[src/rtl/ext_irq_ctrl.sv]
// External interrupt controller: edge-latched pending sources, fixed-priority ExtIRQ/ExtIAck/ERet handshake.
// Optional acknowledge timeout enabled by defining IRQ_TIMEOUT_EN.
module ext_irq_ctrl #(
  parameter int unsigned N_SRC   = 4,
  parameter int unsigned ID_W    = $clog2(N_SRC),
  parameter int unsigned TIMEOUT = 255
) (
  input  logic             clk,
  input  logic             reset,
  input  logic [N_SRC-1:0] irq_src,
  input  logic [N_SRC-1:0] irq_mask,
  input  logic             ExtIAck,
  input  logic             ERet,
  output logic             ExtIRQ,
  output logic [ID_W-1:0]  irq_id,
  output logic [N_SRC-1:0] irq_pending,
  output logic             irq_timeout
);

  if (N_SRC < 2 || N_SRC > 16 || TIMEOUT < 1 || TIMEOUT > 65535) begin : g_bad_params
    $error("ext_irq_ctrl: N_SRC must be 2..16 and TIMEOUT 1..65535");
  end

  typedef enum logic [1:0] {IDLE, REQ, SERVICE} state_t;

  state_t           state;
  logic [N_SRC-1:0] sync1, sync2, prev, pending;
  logic [N_SRC-1:0] rise, eligible, pend_next;
  logic [ID_W-1:0]  winner;
  logic             any_elig;
  logic             ack_take;

  assign rise        = sync2 & ~prev;
  assign eligible    = pending & irq_mask;
  assign ack_take    = (state == REQ) && ExtIAck;
  assign irq_pending = pending;

  // Lowest set index wins.
  always_comb begin
    winner   = '0;
    any_elig = 1'b0;
    for (int unsigned i = 0; i < N_SRC; i++) begin
      if (eligible[i] && !any_elig) begin
        winner   = ID_W'(i);
        any_elig = 1'b1;
      end
    end
  end

  // Ack clear first, then new edges OR in so a coincident set wins.
  always_comb begin
    pend_next = pending;
    if (ack_take) pend_next[irq_id] = 1'b0;
    pend_next = pend_next | rise;
  end

  always_ff @(posedge clk or negedge reset) begin
    if (!reset) begin
      sync1   <= '0;
      sync2   <= '0;
      prev    <= '0;
      pending <= '0;
    end else begin
      sync1   <= irq_src;
      sync2   <= sync1;
      prev    <= sync2;
      pending <= pend_next;
    end
  end

`ifdef IRQ_TIMEOUT_EN
  logic [15:0] req_cnt;
  logic        timeout_hit;
  logic        timeout_flag;

  assign timeout_hit = (state == REQ) && !ExtIAck && (req_cnt == 16'(TIMEOUT - 1));
  assign irq_timeout = timeout_flag;
`else
  assign irq_timeout = 1'b0;
`endif

  always_ff @(posedge clk or negedge reset) begin
    if (!reset) begin
      state  <= IDLE;
      ExtIRQ <= 1'b0;
      irq_id <= '0;
`ifdef IRQ_TIMEOUT_EN
      req_cnt      <= '0;
      timeout_flag <= 1'b0;
`endif
    end else begin
      case (state)
        IDLE: begin
          if (any_elig) begin
            irq_id <= winner;
            ExtIRQ <= 1'b1;
            state  <= REQ;
`ifdef IRQ_TIMEOUT_EN
            req_cnt <= '0;
`endif
          end
        end
        REQ: begin
          if (ExtIAck) begin
            ExtIRQ <= 1'b0;
            state  <= SERVICE;
`ifdef IRQ_TIMEOUT_EN
          end else if (timeout_hit) begin
            // Abandon the request; the source stays pending and is re-arbitrated.
            ExtIRQ       <= 1'b0;
            timeout_flag <= 1'b1;
            state        <= IDLE;
          end else begin
            req_cnt <= req_cnt + 16'd1;
`endif
          end
        end
        SERVICE: begin
          if (ERet) state <= IDLE;
        end
        default: begin
          state  <= IDLE;
          ExtIRQ <= 1'b0;
        end
      endcase
    end
  end

endmodule

[config.mk]
export PLATFORM = sky130hd
export DESIGN_NAME = ext_irq_ctrl
export DESIGN_NICKNAME = d
export VERILOG_FILES = /design/src/rtl/ext_irq_ctrl.sv
export SDC_FILE = /design/constraint.sdc
export NUM_CORES = 1
export LEC_CHECK = 0
export CAP_MARGIN = 20
export CORE_MARGIN = 2
export CORE_UTILIZATION = 45
export CTS_CLUSTER_SIZE = 25
export DETAILED_ROUTE_END_ITERATION = 10
export PLACE_DENSITY = 0.75
export SETUP_SLACK_MARGIN = 0.05
export SLEW_MARGIN = 20
export SYNTH_ARGS = -nofsm -noshare
export SYNTH_HDL_FRONTEND = slang
export SYNTH_SLANG_ARGS = --single-unit
[constraint.sdc]
create_clock -name clk -period 1.7 [get_ports clk]
set_clock_uncertainty 0.05 [all_clocks]
set_input_delay 0.425 -clock clk [delete_from_list [all_inputs] [get_ports clk]]
set_output_delay 0.425 -clock clk [all_outputs]
set_load 0.02 [all_outputs]
# After elaboration in Yosys (flattened, before gate mapping)
# Cells that the tools add are included.
# op_classes
magnitude_cmp	2
bitwise_logic	7
n_reduce_logical	12
mux	17
eq_ne	5
# ops
operator	n
4-bit AND	3
2-bit 2-to-1 mux	5
1-bit 2-to-1 mux	8
4-bit NOT	2
2-bit inequality test, second input constant	3
2-bit case mux with 3 select lines	1
3-bit AND reduction	2
1-bit logical AND	5
4-bit 2-to-1 mux	1
4-bit bitwise OR	1
1-bit logical NOT	3
2-bit by 3-bit less-than comparator with 1-bit output, second input constant	1
1-bit case mux with 3 select lines	1
1-bit demux with 2-bit select	1
2-bit by 1-bit equality test with 1-bit output, second input constant	1
2-bit equality test, second input constant	1
2-bit by 1-bit >= comparator with 1-bit output, second input constant	1
2-bit logical NOT	1
2-bit AND reduction	1
1-bit NOT	1
# totals
elab_cells	50
ff_bits	21
out_inout_bits	8

# Depth between registers and ports, before layout
# logic_depth
ltp_word	13
depth_mapped	3

# Worst setup path after synthesis
# Ideal clock, no wire load.
# synth_path
kind	reg2reg
from	register pending[3] (netlist: irq_pending[3])
to	register ExtIRQ
stages_incl_launch_ff	4
n_path_buf	0
setup_ns	0.126
setup_slack_ns	0.262
t_arrival_ns	1.262
cell_sequence	dfrtp_1 -> a22o_1 -> a221o_1 -> a221o_1
# synth_via
elab_chain_len	5
# synth_rtl
item	line_no	rtl
from (decl)	27	logic [N_SRC-1:0] sync1, sync2, prev, pending;
from (signal assigned)	67	pending <= pend_next;
4-bit AND	34	assign eligible = pending & irq_mask;
1-bit logical AND	43	if (eligible[i] && !any_elig) begin
1-bit 2-to-1 mux	43	
2-bit inequality test (no source line)	-	
3-bit AND reduction (no source line)	-	
to (signal assigned)	85	ExtIRQ <= 1'b0;
to (signal assigned)	96	ExtIRQ <= 1'b1;
to (signal assigned)	105	ExtIRQ <= 1'b0;
to (decl)	14	output logic ExtIRQ,
# No other way between the ends.
# A chain may end at the register's enable or synchronous reset.

# Final worst setup path
# layout_path
from	register pending[0] (netlist: irq_pending[0])
to	output port irq_pending[0]
# layout_lines
item	line_no	rtl
to (decl)	16	output logic [N_SRC-1:0] irq_pending,
# No word-level cell between the ends.

==> results summary <==
The fraction of layout cells with a size suffix above 1 is 9.88%. The chip height came out at 44.4 um. The number of nets produced by synthesis came out at 69. The internal portion of the total power is 0.000918 W. The maximum fanout count along the critical path is 5. dfrtp_1 is the most common cell in the netlist.

The cell area after technology mapping came out at 736 um2. Once the clock tree was built, the setup fixing pass inserted 0 buffers. The critical path goes through dlygate4sd2_1. In this run the core area contains 14 standard-cell rows. The worst voltage drop across the vdd grid is 0.675 mV.

Setup repair after global routing left no endpoint under its margin. The beginning of the worst hold path is sync1[2]. The mux cell area share after synthesis is 0%. The startpoint kind of the worst setup timing path is a flip-flop. The synthesized area per cell came out at 12.9 um2. From synthesis to final layout, the design area changed by 31.8%.

The total inserted antenna cells is 0. The worst register-to-register path ends at ExtIRQ. The internal reg-to-reg setup slack came out at 300 ps. The initial antenna violation count is 0. After Yosys synthesis, XOR and XNOR cells account for 0% of the synthesized area.

The most used flip-flop cell after synthesis is dfrtp_1. The sequential share of power is 51.5%. The power per standard cell area came out at 1480 nW/um2. In the routed layout, each cell is associated on average with a via count of 5.23.

Of all cell types, the one taking the most synthesized area is dfrtp_1. The switching share of power is 36.1%. On the critical path, the stage with the largest delay is an instance of dfrtp_1.

The die span in x came out at 44.4 um. In this run the critical register-to-register path is launched from irq_pending[3]. The hold slack is 314 ps.

The synthesized-area fraction occupied by adder cells came out at 0%. The per-cell routed wire length came out at 11.9 um. In this design, the largest share of critical-path delay is due to flip-flops.

The number of buffer and inverter stages on the critical path is 1. The count of nets left with antenna violations once routing finished came out at 0. The routed design could run at a clock period as short as 1560 ps. The unique cell type count in the Yosys netlist is 18. CTS placed an instance of clkbuf_4 at the clock tree root. The count of maximum capacitance violations is 0. The number of top-level design ports is 20. After synthesis, the largest family of logic cells by area is compound AO/OA/AOI/OAI gates. The final-report hold violation count was 0. The number of buffers on the longest clock path is 2. The starting DRC count in detailed routing came out at 7. Clock-pin slew was measured on the worst setup and hold paths at 110 ps. The total die area came out at 1970 um2. The sum of routed wire length over all layers is 1.16 mm. The CTS tree is done. The core region is 1520 um2. The number of storage elements in the synthesis netlist is 21. The worst hold path belongs to the class reg -> reg. The fraction of post-synthesis cell area in the top cell type by area came out at 71.4%. For this run, the share of the core covered by cells in the final layout is 63.6%. STA classifies the critical path endpoint as an output pin.

The vias after detailed routing came out at 507. The clock sink count is 21. The sum of overflow across all layers after global routing is 0.

The relative contribution of the clock network to total power came out at 16.1%. The HPWL after detailed placement is 882 um. The hold-fix buffer count after cts is 0.

Global routing used 15.7% of the available tracks across all layers. Dividing the final minimum period by the clock period gives 91.8%. Counting instances in the post-synthesis netlist gives the leading cell types as dfrtp_1, o21ai_0, inv_1, a21oi_1, nand2_1. The wire length of the first global-routing pass is 2.17 mm. Based on the critical path, the design can be clocked at up to 0.641 GHz. In this run, CTS created clock tree buffers numbering 3. The number of detailed-route iterations in the first pass is 3. After detailed routing, the number of remaining DRC violations is 0. For this configuration, the core starts out at a cell density of 48.3%. The number of instances in the synthesized netlist is 57. The number of nets in the layout came out at 94. For this run, the slowest stage of the critical path takes 430 ps. Counting flops with a built-in enable in the synthesized netlist gives 0. The latest clock arrival within the worst-skew pair came out at 300 ps.

Entering global routing, the biggest net connects 22 pins. The final number of max-transition violations is 0. For hold timing, the worst endpoint is sync2[2]. The run finished with clean final reports. The power share of the combinational group came out at 32.4%. At the worst endpoint, the arrival time is 1090 ps. The number of cell instances on the worst register-to-register path came out at 3. The H-tree depth is 1. The kind of critical path is reg -> out. The count of buffers from port buffering is 18.

Yosys attributes the largest share of cell area to dfrtp_1, o21ai_0, a21oi_1. The final weighted congestion in routability-driven placement is 0.832. The post-synthesis compound-gate area fraction is 17.9%. The leakage power is 0.429 nW. The required time of the critical path is 1220 ps. The portion of the post-synthesis area used by sequential elements is 71.4%.

Setup violations remaining at the end of the flow were counted as 0. The share of synthesized registers carrying an async set or reset came out at 100%. The via count of the first global-routing pass came out at 531. After Yosys synthesis, and, or, nand and nor cells account for 6.12% of the synthesized area. The number of warnings printed during yosys synthesis is 0. The hold-critical path depth came out at 0. For this design the total switching power over the nets is 0.000519 W.
[placed cells by master (no fill, tap or decap), types with 3 or more instances in the layout]
cell and count:
clkdlybuf4s50_1 11, buf_4 3, dlygate4sd2_1 7, dfrtp_1 21
clkbuf_4 3, nand2_1 3, inv_1 6, a21oi_1 5
o21ai_0 7
[final cells by class]
cell class / count / area, um2
clock buffer: 3 / 22.5
clock inverter: 1 / 5.00
fill: 132 / 554
inverter: 6 / 22.5
multi-input combinational: 29 / 180
sequential: 21 / 526
tap: 16 / 20.0
timing repair buffer: 21 / 194
[repair_timing]
action,in CTS,in global routing
endpoints found under the setup margin,7,0
gates resized for setup,7,0
hold endpoints to repair,0,0
[flip-flops by register name, indices dropped and copies added, names as in the netlist]
name and flops:
ExtIRQ 1, sync1 4, irq_pending 4, irq_id 2, sync2 4, prev 4
state 2
[metrics by stage]
stage	worst slack [ps]	TNS, ps	power, W	instances	cell area, um2
global route	73.6	0	0.00154	97	970
finish	140	0	0.00144	97	970
detailed placement	-135	-144	0.00128	93	951
global placement	-115	-115	0.00126	93	951
floorplan	262	0	0.00102	57	736
CTS	121	0	0.00145	97	970
[kinds of logic (layout without fill, tap and decap cells)]
| kind of cell | count (synthesis) | after routing |
|---|---|---|
| flops | 21 | 21 |
| compound gates | 20 | 20 |
| simple gates | 8 | 8 |
| buf+inv | 7 | 31 |
| other cells | 1 | 1 |
[power by group through the flow]
| stage | combinational [W] | sequential [W] | clock [W] |
|---|---|---|---|
| floorplan | 0.000198 | 0.000823 | 0 |
| global placement | 0.000515 | 0.000750 | 0 |
| detailed placement | 0.000522 | 0.000756 | 0 |
| CTS | 0.000471 | 0.000741 | 0.000242 |
| global route | 0.000510 | 0.000772 | 0.000261 |
| finish | 0.000465 | 0.000740 | 0.000231 |
[worst max-delay path by stage]
stage / startpoint / slack [ps] / end / cells after the start
3_5_place_dp: irq_mask[3] / -140 / ExtIRQ / 4
2_1_floorplan: irq_pending[3] / 260 / ExtIRQ / 3
3_3_place_gp: irq_mask[3] / -120 / ExtIRQ / 4
6_report: irq_pending[0] / 140 / irq_pending[0] / 1
4_1_cts: irq_pending[0] / 120 / irq_pending[0] / 1
5_1_grt: irq_id[1] / 70 / irq_id[1] / 1
[layer usage]
| layer | vias up | GRT usage [%] | share of wire, % |
|---|---|---|---|
| li1 | 244 | - | - |
| met1 | 240 | 20.1 | 46 |
| met2 | 20 | 23.5 | 44 |
| met3 | 3 | 2.86 | 7.7 |
| met4 | 0 | 12.1 | 2.5 |
| met5 | - | 0 | 0 |
Note: power is estimated with default switching activity, not from simulation.
